**src/rtl/srec_loader.sv**
```systemverilog
// srec_loader -- streams Motorola S-record text into an instruction memory.
//
// Characters arrive on a valid/ready byte stream. S1/S2/S3 data bytes are
// packed big-endian into 32-bit words. Each full word is written to memory
// with a one-cycle strobe, and so is a final partial word, which is
// zero-filled in its low bytes. S0/S5 records are parsed but not written.
// An S7/S8/S9 record latches the entry address and finishes the load.
//
// Optional feature: define SREC_CHECKSUM_EN to verify each record checksum.
// Without it the checksum digits are only hex-checked, and err_checksum is 0.
//
// Ports
//   clk             : clock, rising edge
//   rst_n           : asynchronous active-low reset
//   start           : one-cycle pulse; begins a load from IDLE/DONE/ERROR
//   rx_data/valid   : incoming ASCII character
//   rx_ready        : loader accepts the character this cycle
//   srec_parse      : loader owns the memory port (load in progress)
//   mem_address     : word write address (record address - ADDR_BASE)
//   mem_data_in     : big-endian write data
//   mem_write       : one-cycle write strobe
//   mem_access_size : constant 2'b00 (word access)
//   done            : sticky; termination record accepted
//   err_format      : sticky; illegal character or malformed record
//   err_checksum    : sticky; checksum mismatch
//   entry_addr      : address field of the termination record
module srec_loader #(
  parameter logic [31:0] ADDR_BASE = 32'h0000_0000
) (
  input  logic        clk,
  input  logic        rst_n,
  input  logic        start,
  input  logic [7:0]  rx_data,
  input  logic        rx_valid,
  output logic        rx_ready,
  output logic        srec_parse,
  output logic [31:0] mem_address,
  output logic [31:0] mem_data_in,
  output logic        mem_write,
  output logic [1:0]  mem_access_size,
  output logic        done,
  output logic        err_format,
  output logic        err_checksum,
  output logic [31:0] entry_addr
);

`ifdef SREC_CHECKSUM_EN
  localparam logic CKSUM_EN = 1'b1;
`else
  localparam logic CKSUM_EN = 1'b0;
`endif

  typedef enum logic [3:0] {
    IDLE, SYNC, TYPE, COUNT, ADDR, DATA, CKSUM, DONE, ERROR
  } state_t;

  state_t      state_reg, state_next;
  logic [3:0]  type_reg, type_next;
  logic [2:0]  addr_len_reg, addr_len_next;
  logic [7:0]  data_left_reg, data_left_next;
  logic [1:0]  byte_cnt_reg, byte_cnt_next;
  logic        nib_phase_reg, nib_phase_next;
  logic [3:0]  hi_nib_reg, hi_nib_next;
  logic [31:0] addr_reg, addr_next;
  logic [31:0] wr_addr_reg, wr_addr_next;
  logic [31:0] word_reg, word_next;
  logic [1:0]  pos_reg, pos_next;
  logic [7:0]  sum_reg, sum_next;
  logic        mem_write_reg, mem_write_next;
  logic [31:0] mem_address_reg, mem_address_next;
  logic [31:0] mem_data_reg, mem_data_next;
  logic        done_reg, done_next;
  logic        err_format_reg, err_format_next;
  logic        err_cksum_reg, err_cksum_next;
  logic [31:0] entry_reg, entry_next;

  logic        hex_ok;
  logic [3:0]  hex_nib;
  logic [7:0]  byte_val;
  logic [31:0] ins_word;
  logic [31:0] full_addr;
  logic        accept;
  logic        active;
  logic        data_is_mem;
  logic        cksum_bad;

  // ASCII hex digit decode; letters map to 10..15 via their low nibble + 9.
  always_comb begin
    hex_ok  = 1'b0;
    hex_nib = 4'h0;
    if (rx_data >= 8'h30 && rx_data <= 8'h39) begin
      hex_ok  = 1'b1;
      hex_nib = rx_data[3:0];
    end else if ((rx_data >= 8'h41 && rx_data <= 8'h46) ||
                 (rx_data >= 8'h61 && rx_data <= 8'h66)) begin
      hex_ok  = 1'b1;
      hex_nib = rx_data[3:0] + 4'd9;
    end
  end

  assign byte_val  = {hi_nib_reg, hex_nib};
  assign full_addr = {addr_reg[23:0], byte_val};

  // Byte-lane insert: position 0 is the most significant byte.
  generate
    for (genvar gi = 0; gi < 4; gi++) begin : g_lane
      localparam logic [1:0] LANE = 2'(3 - gi);
      assign ins_word[8*gi +: 8] = (pos_reg == LANE) ? byte_val : word_reg[8*gi +: 8];
    end
  endgenerate

  assign active = (state_reg != IDLE) && (state_reg != DONE) && (state_reg != ERROR);
  // No character is taken while a write strobe is on the port.
  assign rx_ready    = active && !mem_write_reg;
  assign srec_parse  = active;
  assign accept      = rx_valid && rx_ready;
  assign data_is_mem = (type_reg == 4'd1) || (type_reg == 4'd2) || (type_reg == 4'd3);
  assign cksum_bad   = CKSUM_EN && (byte_val != ~sum_reg);

  always_comb begin
    state_next       = state_reg;
    type_next        = type_reg;
    addr_len_next    = addr_len_reg;
    data_left_next   = data_left_reg;
    byte_cnt_next    = byte_cnt_reg;
    nib_phase_next   = nib_phase_reg;
    hi_nib_next      = hi_nib_reg;
    addr_next        = addr_reg;
    wr_addr_next     = wr_addr_reg;
    word_next        = word_reg;
    pos_next         = pos_reg;
    sum_next         = sum_reg;
    mem_write_next   = 1'b0;
    mem_address_next = mem_address_reg;
    mem_data_next    = mem_data_reg;
    done_next        = done_reg;
    err_format_next  = err_format_reg;
    err_cksum_next   = err_cksum_reg;
    entry_next       = entry_reg;

    case (state_reg)
      IDLE, DONE, ERROR: begin
        if (start) begin
          state_next      = SYNC;
          done_next       = 1'b0;
          err_format_next = 1'b0;
          err_cksum_next  = 1'b0;
          nib_phase_next  = 1'b0;
          pos_next        = 2'd0;
          word_next       = 32'h0;
        end
      end

      SYNC: begin
        if (accept) begin
          if (rx_data == 8'h53) begin
            state_next     = TYPE;
            nib_phase_next = 1'b0;
            sum_next       = 8'h00;
            addr_next      = 32'h0;
            byte_cnt_next  = 2'd0;
            pos_next       = 2'd0;
            word_next      = 32'h0;
          end else if (rx_data != 8'h0D && rx_data != 8'h0A && rx_data != 8'h20) begin
            state_next      = ERROR;
            err_format_next = 1'b1;
          end
        end
      end

      TYPE: begin
        if (accept) begin
          type_next  = rx_data[3:0];
          state_next = COUNT;
          case (rx_data)
            8'h30, 8'h31, 8'h35, 8'h39: addr_len_next = 3'd2;
            8'h32, 8'h38:               addr_len_next = 3'd3;
            8'h33, 8'h37:               addr_len_next = 3'd4;
            default: begin
              state_next      = ERROR;
              err_format_next = 1'b1;
            end
          endcase
        end
      end

      COUNT, ADDR, DATA, CKSUM: begin
        if (accept) begin
          if (!hex_ok) begin
            state_next      = ERROR;
            err_format_next = 1'b1;
          end else if (!nib_phase_reg) begin
            hi_nib_next    = hex_nib;
            nib_phase_next = 1'b1;
          end else begin
            nib_phase_next = 1'b0;
            case (state_reg)
              COUNT: begin
                sum_next = byte_val;
                if (byte_val < (8'(addr_len_reg) + 8'd1)) begin
                  state_next      = ERROR;
                  err_format_next = 1'b1;
                end else begin
                  data_left_next = byte_val - 8'(addr_len_reg) - 8'd1;
                  byte_cnt_next  = 2'd0;
                  state_next     = ADDR;
                end
              end
              ADDR: begin
                sum_next      = sum_reg + byte_val;
                addr_next     = full_addr;
                byte_cnt_next = byte_cnt_reg + 2'd1;
                // addr_len of 4 wraps to 0 in two bits, so minus one gives 3.
                if (byte_cnt_reg == (addr_len_reg[1:0] - 2'd1)) begin
                  wr_addr_next = full_addr - ADDR_BASE;
                  state_next   = (data_left_reg == 8'd0) ? CKSUM : DATA;
                end
              end
              DATA: begin
                sum_next       = sum_reg + byte_val;
                data_left_next = data_left_reg - 8'd1;
                if (data_is_mem) begin
                  if (pos_reg == 2'd3 || data_left_reg == 8'd1) begin
                    mem_write_next   = 1'b1;
                    mem_address_next = wr_addr_reg;
                    mem_data_next    = ins_word;
                    wr_addr_next     = wr_addr_reg + 32'd4;
                    word_next        = 32'h0;
                    pos_next         = 2'd0;
                  end else begin
                    word_next = ins_word;
                    pos_next  = pos_reg + 2'd1;
                  end
                end
                if (data_left_reg == 8'd1) state_next = CKSUM;
              end
              CKSUM: begin
                if (cksum_bad) begin
                  err_cksum_next = 1'b1;
                  state_next     = ERROR;
                end else if (type_reg == 4'd7 || type_reg == 4'd8 || type_reg == 4'd9) begin
                  entry_next = addr_reg;
                  done_next  = 1'b1;
                  state_next = DONE;
                end else begin
                  state_next = SYNC;
                end
              end
              default: ;
            endcase
          end
        end
      end

      default: state_next = IDLE;
    endcase
  end

  always_ff @(posedge clk or negedge rst_n) begin
    if (!rst_n) begin
      state_reg       <= IDLE;
      type_reg        <= 4'h0;
      addr_len_reg    <= 3'd0;
      data_left_reg   <= 8'h00;
      byte_cnt_reg    <= 2'd0;
      nib_phase_reg   <= 1'b0;
      hi_nib_reg      <= 4'h0;
      addr_reg        <= 32'h0;
      wr_addr_reg     <= 32'h0;
      word_reg        <= 32'h0;
      pos_reg         <= 2'd0;
      sum_reg         <= 8'h00;
      mem_write_reg   <= 1'b0;
      mem_address_reg <= 32'h0;
      mem_data_reg    <= 32'h0;
      done_reg        <= 1'b0;
      err_format_reg  <= 1'b0;
      err_cksum_reg   <= 1'b0;
      entry_reg       <= 32'h0;
    end else begin
      state_reg       <= state_next;
      type_reg        <= type_next;
      addr_len_reg    <= addr_len_next;
      data_left_reg   <= data_left_next;
      byte_cnt_reg    <= byte_cnt_next;
      nib_phase_reg   <= nib_phase_next;
      hi_nib_reg      <= hi_nib_next;
      addr_reg        <= addr_next;
      wr_addr_reg     <= wr_addr_next;
      word_reg        <= word_next;
      pos_reg         <= pos_next;
      sum_reg         <= sum_next;
      mem_write_reg   <= mem_write_next;
      mem_address_reg <= mem_address_next;
      mem_data_reg    <= mem_data_next;
      done_reg        <= done_next;
      err_format_reg  <= err_format_next;
      err_cksum_reg   <= err_cksum_next;
      entry_reg       <= entry_next;
    end
  end

  assign mem_write       = mem_write_reg;
  assign mem_address     = mem_address_reg;
  assign mem_data_in     = mem_data_reg;
  assign mem_access_size = 2'b00;
  assign done            = done_reg;
  assign err_format      = err_format_reg;
  assign err_checksum    = err_cksum_reg;
  assign entry_addr      = entry_reg;

endmodule
```
**config.mk**
```make
export PLATFORM = sky130hd
export DESIGN_NAME = srec_loader
export DESIGN_NICKNAME = d
export VERILOG_FILES = /design/src/rtl/srec_loader.sv
export SDC_FILE = /design/constraint.sdc
export NUM_CORES = 1
export LEC_CHECK = 0
export BUFFER_PORTS_ARGS = -buffer_cell sky130_fd_sc_hd__buf_4
export CORE_UTILIZATION = 28
export CTS_BUF_LIST = sky130_fd_sc_hd__clkbuf_2
export DETAILED_ROUTE_END_ITERATION = 7
export HOLD_SLACK_MARGIN = 0.12
export SLEW_MARGIN = 20
export SYNTH_ARGS = -nofsm -noshare
export SYNTH_HDL_FRONTEND = slang
export SYNTH_SLANG_ARGS = --single-unit
```
**constraint.sdc**
```tcl
create_clock -name clk -period 2.15 [get_ports clk]
set_input_delay 0.43 -clock clk [delete_from_list [all_inputs] [get_ports clk]]
set_output_delay 0.43 -clock clk [all_outputs]
set_load 0.1 [all_outputs]
```
==> Word-level counts from Yosys, hierarchy flattened <==
Cells that the tools add are included.
{ "word_totals": {"regBits": 223, "latchBits": 0, "mem_bits_rw": 0, "mem_bits_ro": 0, "in_bits": 12, "output_inout_bits": 104, "elab_cells": 235, "memories": 0} }
{ "op_classes": {"n_addsub": 9, "mul": 0, "div_mod_pow": 0, "order_cmp": 7, "n_eq_ne": 61, "shifts": 0, "n_mux": 93, "bitwise_logic": 1, "reduce_logical": 47} }
{ "op_table": {"columns": ["cell", "count"], "rows": [
  ["$mux 32", 16],
  ["$pmux 32 s2", 2],
  ["$pmux 32 s3", 1],
  ["$eq 8x6->1 const B", 8],
  ["$mux 4", 14],
  ["$mux 8", 5],
  ["$ne 2x2->1 const B", 19],
  ["$add 32x3->32 const B", 1],
  ["$pmux 4 s4", 2],
  ["$mux 1", 30],
  ["$mux 2", 14],
  ["$reduce_and 7->1", 3],
  ["$eq 4x3->1 const B", 5],
  ["$ne 3x3->1 const B", 6],
  ["$reduce_and 6->1", 3],
  ["$reduce_and 9->1", 2],
  ["$eq 4x2->1 const B", 4],
  ["$ge 8x7->1 const B", 2],
  ["$le 8x7->1 const B", 2],
  ["$ne 8x4->1 const B", 2],
  ["$pmux 8 s2", 1],
  ["$reduce_and 8->1", 2],
  ["$sub 8x1->8 const B", 2],
  ["$eq 4x4->1 const B", 3],
  ["other kinds (43)", 69]
]} }

==> Depth between registers and ports, before layout <==
Gate-level depths: netlist of the first run.
{ "logic_depth": {"word_depth": 13, "mapped_depth": 15, "depth_no_buf": 12} }

==> Worst setup path after synthesis of the first run <==
Ideal clock, no wire load.
{ "synth_path": {"path_type": "input to register", "start": "input port rx_data[0]", "end": "register data_left_reg[1]", "setup_ns": 0.138, "arrival_ns": 3.385, "required_ns": 2.012, "slack_ns": -1.373, "path_stages": 13, "path_buffers": 1, "path_cell_list": "inv_1 -> ha_1 -> nor3b_1 -> nor4b_1 -> a211oi_1 -> inv_1 -> ha_1 -> nand3b_1 -> a21boi_0 -> o22ai_1 -> clkbuf_1 -> a2111oi_0 -> a21oi_1"} }
{ "synth_between": {"word_cells_on_any_way": 22, "classes_between": "add/sub (3); order compare (7); eq/ne (1); mux (6); reduce/logical (5)"} }
{ "synth_lines": {"columns": ["element", "line", "rtl"], "rows": [
  ["from (decl)", "33", "input logic [7:0] rx_data,"],
  ["$ge 8x7->1, or another cell as far along", "94", "end else if ((rx_data >= 8'h41 && rx_data <= 8'h46) ||"],
  ["$logic_and 1x1->1 (on tied branches)", "94, 95", null],
  ["$logic_or 1x1->1", "94", null],
  ["$mux 4", "94", null],
  ["$mux 4 *", "91", "if (rx_data >= 8'h30 && rx_data <= 8'h39) begin"],
  ["named net hex_nib[2]", "78", "logic [3:0] hex_nib;"],
  ["$lt 8x4->1 *", "200", "if (byte_val < (8'(addr_len_reg) + 8'd1)) begin"],
  ["$ne 2x2->1 (no source line) *", null, null],
  ["$reduce_and 6->1 (no source line) *", null, null],
  ["to (signal assigned)", "284", "data_left_reg <= data_left_next;"],
  ["to (decl)", "60", "logic [7:0] data_left_reg, data_left_next;"]
]} }
The timed path passes the listed nets; every way through them passes the cells marked *. The select of a mux whose other input is x is not followed.
A chain may end at the register's enable or synchronous reset.

==> Worst setup path after layout of the first run <==
{ "layout_path": {"start": "register state_reg[2]", "end": "output port rx_ready"} }
{ "layout_between": {"elab_chain_len": 4, "word_cells_on_any_way": 6, "classes_between": "eq/ne (2); reduce/logical (4)"} }
{ "layout_rtl": {"columns": ["element", "line", "rtl"], "rows": [
  ["from (decl)", "57", "state_t state_reg, state_next;"],
  ["from (signal assigned)", "281", "state_reg <= state_next;"],
  ["$ne 4x3->1 / $reduce_bool 4->1 (equally long branches)", "112", "assign active = (state_reg != IDLE) && (state_reg != DONE) && (state_reg != ERROR);"],
  ["$logic_and 1x1->1", "112", null],
  ["$logic_and 1x1->1 *", "112", null],
  ["$logic_and 1x1->1 *", "114", "assign rx_ready = active && !mem_write_reg;"],
  ["to (decl)", "35", "output logic rx_ready,"]
]} }
Mark *: on every way between the ends. The rest lies on a longest branch, timed or not.

==> run metrics, run 1 <==
largest net degree at the start of global routing 53; Setup-failing EPs final around 230; status finished with violations; I/O Pins between 100 and 150; Ys Warns 0; leading cell type in the layout, fill and taps excluded buf_4; Slew headroom 66.0%; power per cell area between 600 and 700 nW/um^2; worst min path class input pin to register; Max FO, Critical Path 3; Vias/cell 5.02; failing checks setup timing; gr usage total about 17%; post-synthesis instance total approximately 1000; DR vias about 9600; full die area between 40000 and 50000 um^2; nature of the critical path startpoint register; final clock skew 0.106 ns; die height around 200 um; Mean Syn Cell Area 11.1 um^2; port buffer count ~110; DPL Wire Length 24000 um; R2R depth 11; CP Capture Type primary output; Tcrit/Tclk final 131%; crit path DAT between 2 and 2.5 ns; Final Non-Filler Cells 1922; most used flip-flop cell after synthesis dfrtp_1; Clock Latency Late Sink around 0.97 ns; Pwr Total 0.0106 W; initial antenna violation count 1; CTS H-tree lvls 2; Placed Cells about 1800; Worst-Margin Slew just over 0.5 ns; share of layout cells above drive strength 1 between 40% and 50%; Min-Delay Path Depth 8; Die W 204 um; synthesized cell area ~11000 um^2; 1st-iter DRT viols ~740; final WL 34900 um; WL per Instance 18.2 um; Max Root-Sink Buffers 3; most frequent cells in the layout buf_4 (280), dfrtp_1 (221), clkbuf_2 (92); hold path startpoint rx_data[6]; drt drc 0; Initial Util 28.5%; Reg-to-Reg Start state_reg[2]; ys async rst share between 90% and 100%; nets around 1400; Final min period between 2 and 3 ns; Inserted Clock Buffers a little over 60; crit path kind register to primary output; number of global-route vias before repair between 9000 and 10000; post-layout util roughly 39%; slack of the critical path -0.659 ns; Post-synth EDFFs 0; TritonCTS clock tree built; P&R area growth vs syn 38.3%; Synth Register Bits approximately 220; CP Data Required Time approximately 1.7 ns; Lkg Pwr 7.49 nW; Reg clk slew, reported paths 0.13 ns; Achievable Freq approximately 360 MHz; Slew Viols, Final 0; FP Rows between 70 and 80; GPL Wtd Cong 0.860; hold worst-path end err_format; grt ovf 0; Reg-to-Reg End addr_reg[29]; Place WS -0.989 ns; Reg2Reg Setup Slack -0.59 ns; core area about 40000 um^2; Seq/Total Area, Yosys 49.0%; clock root cell clkbuf_2; post-synth cell types just over 80; VDD IR-drop max 0.000424 V; Antenna Nets Post-Route 0; Final Hold Fails 0; first-pass GRT wire length approximately 56000 um; clock sinks approximately 220; max_cap viols 0; RSZ-0062 raised after global routing true; DR pass1 iterations 6
==> cells by family (layout without fill, tap and decap cells) <==
kind of cell | count (synthesis) | after routing | synth area share (%)
muxes | 121 | 121 | 13.5
and+or+nand+nor | 247 | 247 | 12.8
xor gates and xnor gates | 9 | 9 | 0.692
other | 1 | 4 | 0.0329
buffers and inverters | 133 | 498 | 5.29
adders and majority gates | 20 | 20 | 2.26
DFF | 223 | 223 | 49.0
AOI/OAI and AO/OA | 275 | 275 | 16.4
==> report_power, final <==
group          switching [W]  leakage [nW]  internal [W]
registers          0.0000903          3.07       0.00429
clock network        0.00182         0.411       0.00113
logic                0.00177          4.02       0.00152
==> metal layers <==
metal / share of wire (%) / track usage (%)
met5: 0 / 0
met4: 2.7 / 6.18
met3: 5.1 / 3.45
met2: 48 / 27.4
met1: 44 / 22.4
==> metrics by stage <==
stage | cell area, um^2 | setup TNS, ns | hold WS, ns
detailed placement | 14400 | -113.24 | 0.345
global placement | 14400 | -107.69 | 0.350
global route | 15800 | -117.86 | 0.170
finish | 15800 | -103.49 | 0.188
CTS | 15600 | -57.96 | 0.122
floorplan | 11900 | -53.93 | 0.134
==> worst max-delay path by stage <==
stage                       startpoint               to  slack (ns)
after floorplan             rx_data[4]  byte_cnt_reg[0]       -0.85
after global placement      rx_data[1]  byte_cnt_reg[0]       -0.92
after detailed placement    rx_data[1]       err_format       -0.99
after CTS                 state_reg[2]         rx_ready       -0.70
after global routing      state_reg[2]         rx_ready       -0.76
final                     state_reg[2]         rx_ready       -0.66
==> cell usage after synthesis, types with 5 or more instances <==
| master | n | area (um^2) |
|---|---|---|
| ha_1 | 19 | 238 |
| nand4_1 | 16 | 100 |
| and4_1 | 6 | 52.6 |
| o21ai_0 | 50 | 250 |
| dfrtp_1 | 223 | 5580 |
| clkbuf_1 | 47 | 176 |
| mux2_1 | 11 | 124 |
| nand3b_1 | 6 | 45.0 |
| nor3b_1 | 7 | 52.6 |
| nor4_1 | 10 | 62.6 |
| inv_1 | 52 | 195 |
| o21bai_1 | 5 | 37.5 |
| or3_1 | 6 | 37.5 |
| o211ai_1 | 7 | 52.6 |
| a22o_1 | 35 | 307 |
| a21oi_1 | 52 | 260 |
| and3_1 | 5 | 31.3 |
| nand3_1 | 20 | 100 |
| nor3_1 | 14 | 70.1 |
| nand2_1 | 57 | 214 |
| o2bb2ai_1 | 10 | 87.6 |
| o41ai_1 | 5 | 43.8 |
| nor2b_1 | 15 | 93.8 |
| nor2_1 | 39 | 146 |
| xor2_1 | 5 | 43.8 |
| o32ai_1 | 6 | 52.6 |
| o31ai_1 | 12 | 90.1 |
| buf_4 | 6 | 45.0 |
| o22ai_1 | 24 | 150 |
| nand2b_1 | 5 | 31.3 |
| or4_1 | 9 | 67.6 |
| buf_6 | 8 | 90.1 |
| buf_2 | 17 | 85.1 |
| mux2i_1 | 7 | 70.1 |
| mux2_4 | 49 | 736 |
| mux2_2 | 54 | 608 |
| a31oi_1 | 27 | 169 |
==> critical path: stages, from the launching register on <==
cell and delay, ns:
dfrtp_1 0.44, buf_6 0.13, or3_4 0.39, o21ai_4 0.11, buf_6 0.15, nor2_4 0.04
buf_12 0.16
==> cell type report <==
cell class / count / area (um^2)
clock buffer: 92 / 460
fill: 3831 / 24200
multi-input combinational: 675 / 5840
tap: 525 / 657
clock inverter: 15 / 57.6
inverter: 52 / 203
sequential: 223 / 5580
antenna: 1 / 2.50
timing repair buffer: 339 / 2950
==> timing repair <==
item                                   4_1_cts  5_1_grt
resized for setup                           61       30
cloned                                       3        1
pin swaps                                   19       15
setup buffers                               20       10
setup endpoints to repair                  215      236
hold buffers                                11        0
endpoints found under the hold margin      244        0
Note: power is estimated with default switching activity, not from simulation.
==> run 2: changes to the inputs <==
- CORE_ASPECT_RATIO: unset -> 1.1
==> run 2 against run 1 <==
Compared with the run above:
- the run still ends with setup timing left
- critical path depth did not move
- first-iteration DRC count fell by 12%
- worst setup slack improved by 0.058 ns
- global-route usage rose by 1.8 points
- critical endpoint is now srec_parse
==> run metrics, run 2 (same netlist as run 1, synthesis figures left out) <==
GPL Wtd Cong 0.843 (was 0.860); Vias/cell 5.28 (was 5.02); most frequent cells in the layout buf_4 (267), dfrtp_1 (220), mux2_4 (85) (was buf_4 (280), dfrtp_1 (221), clkbuf_2 (92)); Final Hold Fails 0 (unchanged); CP Cell Sequence buf_4 > or3_4 > o21ai_4 > inv_6 > buf_6 > buf_12 (was buf_6 > or3_4 > o21ai_4 > buf_6 > nor2_4 > buf_12); crit path kind register to primary output (unchanged); worst min path class input pin to register (unchanged); RSZ-0062 raised after global routing true (unchanged); largest net degree at the start of global routing 56 (was 53); initial antenna violation count 1 (unchanged); Reg clk slew, reported paths 0.12 ns (was 0.13 ns); gr usage total 18.7% (was 17.0%); P_sw 0.00399 W (was 0.00368 W); first-pass GRT wire length 60700 um (was 55500 um); nets 1437 (was 1384); die height 214 um (was 204 um); slack of the critical path -0.602 ns (was -0.659 ns); CP max-delay cell dfrtp_2 (was dfrtp_1); Clock Latency Late Sink 0.92 ns (was 0.97 ns); Worst-Margin Slew 0.754 ns (was 0.508 ns); Reg2Reg Setup Slack -0.58 ns (was -0.59 ns); Slew Viols, Final 0 (unchanged); failing checks setup timing (unchanged); Lkg Pwr 8.19 nW (was 7.49 nW); post-layout util 43.7% (was 39.5%); Inserted Clock Buffers 60 (was 61); final WL 40100 um (was 34900 um); Combinational Power Share 35.0% (was 30.9%); CP max stage delay 0.43 ns (was 0.44 ns); Achievable Freq 363 MHz (was 356 MHz); clock network power share 26.3% (was 27.8%); Max FO, Critical Path 10 (was 3); 1st-iter DRT viols 645 (was 735); CP Data Required Time 1.72 ns (about the same); CP Capture Type primary output (unchanged); Sequential Power Share 38.7% (was 41.3%); share of layout cells above drive strength 1 53.2% (was 46.3%); DR vias 10300 (was 9645); CTS H-tree lvls 2 (unchanged); minimum hold slack 0.193 ns (was 0.188 ns); Die W 194 um (was 204 um); clock sinks 223 (unchanged); status finished with violations (unchanged); TritonCTS clock tree built (unchanged); Slew headroom 49.2% (was 66.0%); Int Power 0.00729 W (was 0.00694 W); VDD IR-drop max 0.000475 V (was 0.000424 V); nature of the critical path startpoint register (unchanged); Place WS -1.02 ns (was -0.989 ns); drt drc 0 (unchanged); final clock skew 0.0712 ns (was 0.106 ns); DR pass1 iterations 5 (was 6); Final min period 2.75 ns (was 2.81 ns); Antenna Nets Post-Route 0 (unchanged); core area 40200 um^2 (was 39900 um^2); power per cell area 642 nW/um^2 (was 674 nW/um^2); leading cell type in the layout, fill and taps excluded buf_4 (unchanged); Max Root-Sink Buffers 3 (unchanged); port buffer count 112 (unchanged); full die area 41500 um^2 (about the same); I/O Pins 116 (unchanged); Setup-failing EPs final 213 (was 226); crit path DAT 2.32 ns (was 2.38 ns); clock root cell clkbuf_2 (unchanged); Initial Util 28.4% (was 28.5%); number of global-route vias before repair 10500 (was 9829); FP Rows 77 (was 73); max_cap viols 0 (unchanged); DPL Wire Length 23600 um (was 24000 um); grt ovf 0 (unchanged); P&R area growth vs syn 54.1% (was 38.3%); Tcrit/Tclk final 128% (was 131%); WL per Instance 20.5 um (was 18.2 um); Sw Ratio 35.3% (was 34.7%)
-- run 2: cell count changes in the layout (fill, tap and decap cells not counted), sizes merged --
cell / change
buf: +51
clkbuf: -7
dlygate4sd3: -3
bufbuf: +1
bufinv: +1
dlymetal6s4s: +1
o22ai: +1
-- run 2: metal layers --
metal,track usage (%),vias to the layer above,routed length [um]
met5,0,-,0
met1,23.6,5188,16800
met3,3.37,116,2110
li1,-,4625,-
met4,7.58,0,1620
met2,31.9,389,19500
-- run 2: power by group through the flow --
stage	logic [W]	registers [W]	clock network [W]
floorplan	0.00142	0.00450	0
global placement	0.00259	0.00446	0
detailed placement	0.00262	0.00446	0
CTS	0.00345	0.00436	0.00307
global route	0.00413	0.00438	0.00328
finish	0.00394	0.00437	0.00297
-- run 2: through the flow --
step	total power, W	TNS (ns)	cell area, um^2	std cells
floorplan	0.00592	-53.93	11900	1031
global placement	0.00705	-118.98	14300	1742
detailed placement	0.00708	-125.85	14300	1742
CTS	0.0109	-68.10	17000	1939
global route	0.0118	-80.25	17600	1955
finish	0.0113	-76.63	17600	1955
-- run 2: worst max-delay path: cells and delay by family (launching register included) --
kind,cells,cell delay [ns]
compound gates,1,0.12
buf+inv,4,0.51
flops,1,0.43
simple gates,1,0.35
-- run 2: worst paths after layout --
kind                            cells after the start         start        endpoint
worst max-delay path                                6  state_reg[2]      srec_parse
worst min-delay path                                6    rx_data[6]    state_reg[1]
worst max register to register                     10  state_reg[1]  wr_addr_reg[6]
worst min register to register                      1   word_reg[2]     word_reg[2]
max in group asynchronous                           4         rst_n   entry_addr[8]
min in group asynchronous                           4         rst_n     addr_reg[1]
-- run 2: final cells by class --
cell class,count,area (um^2)
Timing Repair Buffer,392,4070
Sequential cell,223,5580
Fill cell,3633,22600
Clock buffer,82,410
Inverter,52,203
Antenna cell,1,2.50
Tap cell,513,642
Clock inverter,16,88.8
Multi-Input combinational cell,676,6560
-- run 2: what timing repair did --
item	in CTS	in global routing
hold buffers	9	0
pin swaps	51	37
gates cloned	26	2
buffers inserted	65	26
hold endpoints to repair	241	0
resized for setup	180	103
endpoints found under the setup margin	221	227
